[src/rtl/hdmi_pkg.sv]
// Shared HDMI period definitions: encoder modes, control-period CTL codes
// and the fixed lengths of preambles, guard bands and packets.
package hdmi_pkg;

    // Encoder mode, also consumed by the per-channel TMDS encoders.
    typedef enum logic [2:0] {
        CONTROL      = 3'd0,
        VIDEO        = 3'd1,
        VIDEO_GUARD  = 3'd2,
        ISLAND       = 3'd3,
        ISLAND_GUARD = 3'd4
    } mode_t;

    // CTL3..CTL0 patterns sent during the two kinds of preamble.
    localparam logic [3:0] CTL_VIDEO_PRE  = 4'b0001;
    localparam logic [3:0] CTL_ISLAND_PRE = 4'b0101;

    localparam int PREAMBLE_LEN = 8;
    localparam int GUARD_LEN    = 2;
    localparam int PACKET_LEN   = 32;

    // Data-island sequencing states.
    typedef enum logic [2:0] {
        S_CTRL,
        S_PRE,
        S_LGB,
        S_PKT,
        S_TGB
    } island_state_t;

endpackage

[src/rtl/hdmi_period_scheduler.sv]
// Period scheduler for the three TMDS encoders: decodes video periods from
// the pixel position and places at most one data island per line in the
// horizontal blanking, committing packets from a single valid/ready source.
module hdmi_period_scheduler
    import hdmi_pkg::*;
#(
    parameter int H_ACTIVE    = 1280,
    parameter int H_TOTAL     = 1650,
    parameter int V_ACTIVE    = 720,
    parameter int V_TOTAL     = 750,
    parameter int ISLAND_GAP  = 4,
    parameter int MAX_PACKETS = 18,
    parameter int CX_W        = 11,
    parameter int CY_W        = 10
) (
    input  logic            clk_pixel,
    input  logic            reset,
    input  logic [CX_W-1:0] cx,
    input  logic [CY_W-1:0] cy,
    input  logic            pkt_valid,
    output logic            pkt_ready,
    output mode_t           mode,
    output logic [3:0]      ctl,
    output logic [4:0]      packet_pixel,
    output logic            island_first
);

    // A new packet may start only if packet, trailing guard, 4 plain control
    // cycles and the whole video preamble + guard still fit in the line.
    localparam int CONT_MARGIN  = PACKET_LEN + GUARD_LEN + 4 + PREAMBLE_LEN + GUARD_LEN;
    localparam int ISLAND_START = H_ACTIVE + ISLAND_GAP;
    localparam int CNT_W        = $clog2(MAX_PACKETS + 1);

    localparam logic [4:0] PRE_LAST   = 5'(PREAMBLE_LEN - 1);
    localparam logic [4:0] GUARD_LAST = 5'(GUARD_LEN - 1);
    localparam logic [4:0] PKT_LAST   = 5'(PACKET_LEN - 1);

    // An island entered at its start position must always fit one packet.
    if (ISLAND_START + PREAMBLE_LEN + GUARD_LEN + CONT_MARGIN > H_TOTAL) begin : g_bad_timing
        $error("hdmi_period_scheduler: blanking too short for one data island");
    end

    island_state_t    state;
    logic [4:0]       phase;
    logic [CNT_W-1:0] pkt_count;

    int    cx_i;
    int    cy_i;
    logic  next_active;
    logic  vid_hit;
    mode_t vid_mode;
    logic  [3:0] vid_ctl;
    logic  pkt_continue;

    assign cx_i = int'(cx);
    assign cy_i = int'(cy);

    // Video period decode and the packet continue decision for this position.
    always_comb begin
        vid_hit      = 1'b0;
        vid_mode     = CONTROL;
        vid_ctl      = 4'b0000;
        next_active  = (cy_i == V_TOTAL - 1) ? 1'b1 : (cy_i + 1 < V_ACTIVE);
        if (cx_i < H_ACTIVE && cy_i < V_ACTIVE) begin
            vid_hit  = 1'b1;
            vid_mode = VIDEO;
        end else if (next_active && cx_i >= H_TOTAL - 10 && cx_i <= H_TOTAL - 3) begin
            vid_hit  = 1'b1;
            vid_ctl  = CTL_VIDEO_PRE;
        end else if (next_active && cx_i >= H_TOTAL - 2) begin
            vid_hit  = 1'b1;
            vid_mode = VIDEO_GUARD;
        end
        pkt_continue = pkt_valid && (int'(pkt_count) < MAX_PACKETS)
                       && (cx_i + CONT_MARGIN <= H_TOTAL);
    end

    // Island FSM with registered outputs; each output describes the position
    // sampled on this edge. Video decode overrides the island if they overlap.
    // NOTE: every register here uses <= so all state updates see the same
    // pre-edge values; the later video override wins as the last assignment.
    always_ff @(posedge clk_pixel or posedge reset) begin
        if (reset) begin
            state        <= S_CTRL;
            phase        <= 5'd0;
            pkt_count    <= '0;
            mode         <= CONTROL;
            ctl          <= 4'b0000;
            pkt_ready    <= 1'b0;
            packet_pixel <= 5'd0;
            island_first <= 1'b0;
        end else begin
            mode         <= CONTROL;
            ctl          <= 4'b0000;
            pkt_ready    <= 1'b0;
            packet_pixel <= 5'd0;
            island_first <= 1'b0;
            case (state)
                S_CTRL: begin
                    if (pkt_valid && cx_i == ISLAND_START) begin
                        state     <= S_PRE;
                        phase     <= 5'd0;
                        pkt_count <= '0;
                        ctl       <= CTL_ISLAND_PRE;
                    end
                end
                S_PRE: begin
                    if (phase == PRE_LAST) begin
                        state <= S_LGB;
                        phase <= 5'd0;
                        mode  <= ISLAND_GUARD;
                    end else begin
                        phase <= phase + 5'd1;
                        ctl   <= CTL_ISLAND_PRE;
                    end
                end
                S_LGB: begin
                    if (phase == GUARD_LAST) begin
                        // The first packet is committed regardless of valid.
                        state        <= S_PKT;
                        phase        <= 5'd0;
                        pkt_count    <= CNT_W'(1);
                        pkt_ready    <= 1'b1;
                        island_first <= 1'b1;
                        mode         <= ISLAND;
                    end else begin
                        phase <= phase + 5'd1;
                        mode  <= ISLAND_GUARD;
                    end
                end
                S_PKT: begin
                    if (phase == PKT_LAST) begin
                        if (pkt_continue) begin
                            phase     <= 5'd0;
                            pkt_count <= pkt_count + CNT_W'(1);
                            pkt_ready <= 1'b1;
                            mode      <= ISLAND;
                        end else begin
                            state <= S_TGB;
                            phase <= 5'd0;
                            mode  <= ISLAND_GUARD;
                        end
                    end else begin
                        phase        <= phase + 5'd1;
                        packet_pixel <= phase + 5'd1;
                        mode         <= ISLAND;
                    end
                end
                S_TGB: begin
                    if (phase == GUARD_LAST) begin
                        state     <= S_CTRL;
                        phase     <= 5'd0;
                        pkt_count <= '0;
                    end else begin
                        phase <= phase + 5'd1;
                        mode  <= ISLAND_GUARD;
                    end
                end
                default: begin
                    state <= S_CTRL;
                    phase <= 5'd0;
                end
            endcase
            if (vid_hit) begin
                mode         <= vid_mode;
                ctl          <= vid_ctl;
                packet_pixel <= 5'd0;
            end
        end
    end

endmodule

[config.mk]
export PLATFORM = sky130hd
export DESIGN_NAME = hdmi_period_scheduler
export DESIGN_NICKNAME = d
export VERILOG_FILES = /design/src/rtl/hdmi_pkg.sv /design/src/rtl/hdmi_period_scheduler.sv
export SDC_FILE = /design/constraint.sdc
export NUM_CORES = 1
export LEC_CHECK = 0
export BUFFER_PORTS_ARGS = -buffer_cell sky130_fd_sc_hd__buf_4
export CORE_MARGIN = 4
export CORE_UTILIZATION = 58
export DETAILED_ROUTE_END_ITERATION = 7
export PLACE_DENSITY = 0.85
export SYNTH_ARGS = -nofsm -noshare
export SYNTH_HDL_FRONTEND = slang
export SYNTH_SLANG_ARGS = --single-unit
[constraint.sdc]
create_clock -name clk_pixel -period 5.2 [get_ports clk_pixel]
set_input_delay 1.04 -clock clk_pixel [delete_from_list [all_inputs] [get_ports clk_pixel]]
set_output_delay 1.04 -clock clk_pixel [all_outputs]
set_load 0.01 [all_outputs]
==> results_dict.tcl <==
set metrics [dict create \
    diodes 0 \
    layout.nets 252 \
    dieHeight_um 62.1 \
    dp_hpwl_um 3300 \
    startpoint_type "input port" \
    cts_buffers 3 \
    crit_path_start "cx[4]" \
    synth_seq_cells 25 \
    rsz0062_at_grt "no" \
    synth_enable_flop_cells 0 \
    criticalPathCategory "input port to register" \
    cts_root_buf "clkbuf_4" \
    cts.sinks 25 \
    fin_skew_ns 0.00264 \
    grt_max_degree 26 \
    ctsHoldBuffers 0 \
    synth.area.top_cells "dfrtp_1 (37%), ha_1 (5.2%), nand2_1 (3.8%)" \
    critPathCapture "pkt_count[2]" \
    grt_pass1_vias 1581 \
    h-tree-depth 1 \
    grt_pass1_wl_um 7430 \
    areaGrowthSynthToFinish_pct 16.1 \
    worstPathRequired_ns 5.48 \
    fin_crit_sh_pct 53.8 \
    fin_util_pct 70.9 \
    arrival_ns 3.08 \
    hold_class "register to register" \
    period_minus_slack_ns 2.80 \
    cp_max_fo 13 \
    irDropWorstVdd_mv 0.354 \
    maxCapViolCount 0 \
    drv_slew 0 \
    outcome "completed" \
    rr_endpoint "pkt_count[0]" \
    io_pins 38 \
    synth_cells 191 \
    clk_pin_slew_ns 0.15 \
    cts_setup_buffers 0 \
    grt_usage_pct 23.1 \
    grt.overflow.total 0 \
    worstReg2RegStart "phase[0]" \
    row_count 19 \
    yosysUniqueCellTypes 57 \
    tightest_slew_ns 0.929 \
    cp-end-kind "register" \
    whs_path_depth 2 \
    synth_top_area_share_pct 36.8 \
    drc 0 \
    reg2reg_slack_ns 2.85 \
    setup_viol 0 \
    drive_gt1_share_pct 22.3 \
    synth-main-ff-cell "dfrtp_1" \
    via_per_inst 6.47 \
    holdWs_ns 0.542 \
    max_clock_freq_mhz 357 \
    r2r_cells 7 \
    final_antenna_net_count 0 \
    firstDrtPassIters 5 \
    syn_area_um2 1700 \
    dr_total_vias 1624 \
    place.gp.congestion 0.893 \
    hold_viol 0 \
    grt_antenna_before_repair 0 \
    synthArstFlopShare_pct 100 \
    drt_iter0_drc 135 \
    cts.repair.resized 0 \
    power_mw 0.807 \
    coreArea_um2 2780 \
    initial_utilization_pct 61.0 \
    synth_area_per_cell_um2 8.89 \
    cts_tree "done" \
    routed_wl_um 4370 \
    clkLatencyLatePin_ns 0.33 \
    ys_seq_area_share_pct 36.8 \
    finalSetupTns_ns 0 \
    leakage_nw 0.931 \
    die_w_um 62.1 \
    drt-wirelength-per-cell_um 17.4 \
    clk_path_buf_depth 2 \
    die_area_um2 3860 \
    power-per-cell-area_nw_per_um2 409 \
    synth_top_cell_by_area "dfrtp_1" \
    yosys_warnings 0 \
    slew_headroom_pct 38.0 \
    portBuffers 35 \
]
-- flip-flops by register name (all words and copies together), names as in the netlist --
register / flops
packet_pixel: 5
phase: 5
pkt_count: 5
mode: 3
state: 3
ctl: 2
island_first: 1
pkt_ready: 1
-- worst min path at each step --
stage / start / end
final: pkt_count[4] / pkt_count[4]
after global routing: phase[0] / packet_pixel[0]
after CTS: pkt_count[4] / pkt_count[4]
after detailed placement: pkt_count[4] / pkt_count[4]
after global placement: pkt_count[4] / pkt_count[4]
after floorplan: pkt_count[4] / pkt_count[4]
-- cells in the final DEF, fill, tap and decap left out, types with 7 or more instances in the layout --
master / Yosys / routed
nor3_1: 8 / 8
buf_4: 3 / 35
inv_1: 10 / 10
nand2_1: 17 / 17
o21ai_0: 12 / 12
dfrtp_1: 25 / 25
nand3_1: 9 / 9
a21oi_1: 8 / 8
ha_1: 7 / 7
a31oi_1: 8 / 8
nor2_1: 8 / 8
-- worst max-delay path, cell delays in order --
cell     delay, ns
buf_4         0.13
inv_1         0.06
ha_1          0.31
o31ai_2       0.28
a31oi_1       0.13
o32ai_2       0.27
o21ai_2       0.20
or4_1         0.55
nand3_1       0.09
-- final cells by class --
cell class	count	area, µm²
Multi-Input combinational cell	146	977
Fill cell	209	810
Sequential cell	25	626
Timing Repair Buffer	35	263
Tap cell	31	38.8
Inverter	10	37.5
Clock buffer	3	22.5
Clock inverter	1	7.51
-- cell families (layout without fill, tap and decap cells) --
group | Yosys count | count (layout) | share of synthesized area, %
buf+inv | 21 | 49 | 5.82
simple gates | 71 | 71 | 23.4
mux | 1 | 1 | 0.590
xor+xnor | 3 | 3 | 1.55
other cells | 1 | 2 | 0.221
fa+ha+maj | 8 | 8 | 5.82
flops | 25 | 25 | 36.8
compound gates | 61 | 61 | 25.7
-- per-stage QoR --
step | cells | setup slack (ns) | cell area, µm²
after floorplan | 192 | 2.50 | 1700
after global placement | 247 | 2.17 | 1940
after detailed placement | 247 | 2.07 | 1940
after CTS | 251 | 2.41 | 1970
after global routing | 251 | 2.29 | 1970
final | 251 | 2.40 | 1970
-- layer usage --
metal / part of all wire [%] / up-vias / track usage, %
met5: 0 / - / 0
met4: 1.3 / 0 / 6.78
met3: 5.5 / 11 / 3.78
li1: - / 779 / -
met1: 41 / 768 / 27.5
met2: 52 / 66 / 42.1
-- cell usage after synthesis, types with 4 or more instances --
cell type and instances:
a21oi_1 8, a31oi_1 8, and3_1 4, clkbuf_1 5, dfrtp_1 25, ha_1 7, inv_1 10, nand2_1 17
nand3_1 9, nor2_1 8, nor2b_1 4, nor3_1 8, o211ai_1 4, o21ai_0 12
-- report_power, final --
part	total (mW)	internal (mW)	switching (mW)
logic	0.391	0.178	0.213
clock network	0.0936	0.0295	0.0641
registers	0.323	0.247	0.0757
Note: power is estimated with default switching activity, not from simulation.
